==> src/rtl/sweep_settle_timer.sv <==
// Per-vector settle down-counter: load restarts it at SETTLE,
// expire flags the compare cycle.
module sweep_settle_timer #(
  parameter int SETTLE = 0
) (
  input  logic clk,
  input  logic rst,
  input  logic load,
  input  logic en,
  output logic expire
);

  logic [7:0] cnt;

  assign expire = (cnt == 8'd0);

  always_ff @(posedge clk or posedge rst) begin
    if (rst) begin
      cnt <= 8'd0;
    end else if (load) begin
      cnt <= 8'(SETTLE);
    end else if (en && !expire) begin
      cnt <= cnt - 8'd1;
    end
  end

endmodule

==> config.mk <==
export PLATFORM = sky130hd
export DESIGN_NAME = sweep_settle_timer
export DESIGN_NICKNAME = d
export VERILOG_FILES = /design/src/rtl/sweep_settle_timer.sv
export SDC_FILE = /design/constraint.sdc
export NUM_CORES = 1
export LEC_CHECK = 0
export ABC_AREA = 1
export ABC_CLOCK_PERIOD_IN_PS = 2750
export CAP_MARGIN = 20
export CORE_AREA = 2 2 39 41
export CTS_BUF_LIST = sky130_fd_sc_hd__clkbuf_8
export DETAILED_ROUTE_END_ITERATION = 12
export DIE_AREA = 0 0 41 43
export SYNTH_ARGS = -nofsm -noshare
export SYNTH_HDL_FRONTEND = slang
export SYNTH_SLANG_ARGS = --single-unit
==> constraint.sdc <==
create_clock -name clk -period 2.75 [get_ports clk]
set_input_delay 0.55 -clock clk [delete_from_list [all_inputs] [get_ports clk]]
set_output_delay 0.55 -clock clk [all_outputs]
set_load 0.01 [all_outputs]
* After elaboration in Yosys (flattened, before gate mapping)
Index checks and enable logic that the tools add are counted.
Word-level totals: register bits 8, output and inout port bits 1, word-level logic and storage cells 8, input bits 4
Operators by class: $add $sub $neg 1, reductions and logical operators 4, mux-type cells 2
Operator list (count):
- $mux 8 | 2
- $logic_not 8->1 | 1
- $sub 8x1->8 const B | 1
- $reduce_bool 2->1 | 1
- $logic_and 1x1->1 | 1
- $logic_not 1->1 | 1

* Depth between registers and ports, before layout
depth in word-level cells 5, gate-level depth with buffers 8, mapped depth without buffers 8

* Worst setup path after synthesis
OpenSTA, ideal clock, no wires.
kind register -> output, start reg cnt[0], end out expire, arrival 918 ps, buffers on the path 0, setup slack 1282 ps, cell stages (with the launch flop) 5, cells stage by stage dfrtp_1 -> inv_1 -> ha_1 -> nand3_1 -> nor2_4
On the way: word-level cells in the longest chain between the ends 1
RTL lines:
- start, declared | RTL line 13 | logic [7:0] cnt;
- start signal, assigned | RTL line 21 | cnt <= 8'(SETTLE);
- start signal, assigned | RTL line 23 | cnt <= cnt - 8'd1;
- $logic_not 8->1 | RTL line 15 | assign expire = (cnt == 8'd0);
- end, declared | RTL line 10 | output logic expire
No other way between the ends.

* Worst setup path in the final report
Ends and elaborated chain as after synthesis.

==> impl_metrics.py <==
metrics = {
    "layout": {
        "syn_to_final_growth_pct": 19.4,
        "nFillCells": 151,
        "drive_gt1_frac": 0.118,
        "layout.cells.non_filler": 92,
        "final_common_cell": "nand2_1",
        "layout.nets": 84,
        "reg.largest.list": "cnt (8)",
        "regMostFlops": "cnt",
        "utilization": 0.450,
        "largest_register_ff_count": 8,
        "antenna_cells": 0,
        "final_cell_mix": "21 x nand2_1, 8 x inv_1, 8 x dfrtp_1",
    },
    "clock_tree": {
        "htree_levels": 1,
        "hold_buffers": 0,
        "insertion_delay_ps": 230,
        "clk_pin_slew_ps": 40,
        "post_cts_buffers": 0,
        "clockRootBuffer": "clkbuf_8",
        "numClockSinks": 8,
        "clk_path_buf_depth": 2,
        "cts-resized-gates": 0,
        "cts_inserted_buffers": 3,
        "cts_tree": "done",
    },
    "hold_path": {
        "holdPathEnd": "cnt[0]$_DFFE_PP0P_",
        "hold_depth": 2,
        "hp-class": "flip-flop to flip-flop",
        "hold_start": "cnt[0]$_DFFE_PP0P_",
    },
    "grt": {
        "antenna_found_initial": 0,
        "grt_use_met1": 0.171,
        "grt_max_degree": 11,
        "grt_pass1_wl_mm": 1.66,
        "grt.total_usage": 0.143,
        "grt-ovfl-total": 0,
        "met2_usage": 0.200,
        "met3_usage": 0.0366,
        "busiest_layer": "met2",
        "grt_pass1_vias": 425,
    },
    "worst_setup_path": {
        "r2r_slack_ps": 1350,
        "end_kind": "output port",
        "rr_endpoint": "cnt[1]$_DFFE_PP0P_",
        "path_cells": "inv_1, ha_1, nand3_1, nor2_4, clkdlybuf4s50_1",
        "critPathRequiredTime_ps": 2200,
        "critPathMaxStageDelay_ps": 540,
        "cp_num_buf_inv": 2,
        "reg2reg_depth": 8,
        "worst-path-max-fanout": 6,
        "critPathLaunchType": "flip-flop",
        "r2r-start": "cnt[0]$_DFFE_PP0P_",
        "cp.arrival_ps": 1720,
        "crit_slowest_cell": "clkdlybuf4s50_1",
        "crit_type": "flip-flop to output port",
        "path_delay_family": "buffers and inverters",
    },
    "power": {
        "vdd_ir_drop_max_uv": 447,
        "power.density_mw_per_mm2": 1130,
        "p_sw_mw": 0.310,
        "p_comb_frac": 0.522,
        "leakage_nw": 0.325,
        "internal-power_mw": 0.396,
        "pwr-share-clk": 0.196,
        "seq_power_share": 0.282,
        "p_sw_frac": 0.439,
    },
    "yosys": {
        "ys_types": 16,
        "synth_top_area_frac": 0.384,
        "yosys_warnings": 0,
        "syn_nets": 75,
        "ys_seq_area_frac": 0.384,
        "netlist_area_um2": 522,
        "synth-seq-cells": 8,
        "synth_area_leader_cell": "dfrtp_1",
        "syn_inst": 69,
        "synth_area_leaders": "dfrtp_1 38%, nand2_1 15%, nand4_1 8.4%",
        "syn_area_per_cell_um2": 7.56,
    },
    "sta": {
        "grt_setup_unrepaired": "false",
        "slew_headroom": 0.776,
        "tightestPinTransition_ps": 335,
        "hold_ws_ps": 468,
        "finalSetupViolCount": 0,
        "setup_ws_ps": 480,
        "final_max_slew_viol_count": 0,
        "finalHoldViolations": 0,
        "finalSetupTns_ps": 0,
        "fmax_mhz": 441,
        "fin_crit_sh": 0.825,
        "skew_ps": 2.01,
        "post-route-min-period_ps": 2270,
    },
    "routing": {
        "viasPerCell": 5.13,
        "drc": 0,
        "dr.pass1.iters": 4,
        "dr_total_vias": 472,
        "drt_iter0_markers": 13,
        "wire_per_inst_um": 11.0,
        "drt_wl_total_mm": 1.01,
        "detail-route-antenna-nets": 0,
    },
    "floorplanning": {
        "initial_core_util": 0.377,
        "die_x_um": 41,
        "die_area_mm2": 0.00176,
        "coreArea_mm2": 0.00138,
        "die_y_um": 43,
        "placementRows": 14,
        "ioPinCount": 5,
    },
    "placed_design": {
        "place.gp.congestion": 0.824,
        "io_buffers": 4,
        "dp_slack_ps": 712,
        "hpwlAfterDp_um": 723,
        "dp.cells": 89,
    },
    "status": {
        "status": "finished clean",
    },
    "job": {
        "max_cap_violations": 0,
    },
}
## routing by layer
layer	share of wire	wire length, um
met1	0.47	470
met5	0	0
met2	0.46	467
met4	0.032	32
met3	0.038	38
## power groups by stage
stage	clock (mW)	sequential (mW)	combinational [mW]
floorplan	0	0.189	0.289
global placement	0	0.200	0.357
detailed placement	0	0.199	0.367
CTS	0.144	0.198	0.370
global route	0.147	0.203	0.414
finish	0.139	0.199	0.368
## per-stage QoR
step	area [um^2]	power (mW)
after floorplan	522	0.478
after global placement	582	0.557
after detailed placement	582	0.566
after CTS	623	0.712
after global routing	623	0.765
final	623	0.706
## synth_stat cells
library cell and n:
xor2_1 1, a21o_1 1, nor2_4 2, nor2_1 7
nor2_2 1, o21bai_1 1, nand3_1 6, nor2_8 1
o21ai_0 1, dfrtp_1 8, inv_1 8, inv_2 1
nand4_1 7, nand2_2 1, nand2_1 21, ha_1 2
## layout make-up
class	instances	area (um^2)	area share
Clock buffer	3	41.3	0.0663
Inverter	9	33.8	0.0542
Multi-Input combinational cell	52	288	0.462
Sequential cell	8	200	0.321
Tap cell	16	20.0	0.0321
Timing Repair Buffer	4	40.0	0.0643
## worst reg2reg max path, delay by kind of cell, from the launching register on
kind	cells	cell delay (ps)
fa+ha+maj	1	210
buf+inv	1	100
simple gates	6	650
flops	1	330
## cells by family after synthesis
logic type               count (synthesis)  share of synthesized area
buffers and inverters                    9                     0.0647
AO/OA/AOI/OAI                            3                     0.0384
XOR/XNOR                                 1                     0.0168
flip-flops                               8                      0.384
adder cells (fa/ha/maj)                  2                     0.0480
AND/OR/NAND/NOR                         46                      0.448
## worst max-delay path by stage
stage	cells after the start	startpoint	to	slack, ps
CTS	5	cnt[0]$_DFFE_PP0P_	expire	460
floorplan	4	cnt[0]$_DFFE_PP0P_	expire	1280
global route	5	cnt[0]$_DFFE_PP0P_	expire	370
finish	5	cnt[0]$_DFFE_PP0P_	expire	480
detailed placement	5	cnt[0]$_DFFE_PP0P_	expire	710
global placement	5	cnt[0]$_DFFE_PP0P_	expire	730
Note: power is estimated with default switching activity, not from simulation.
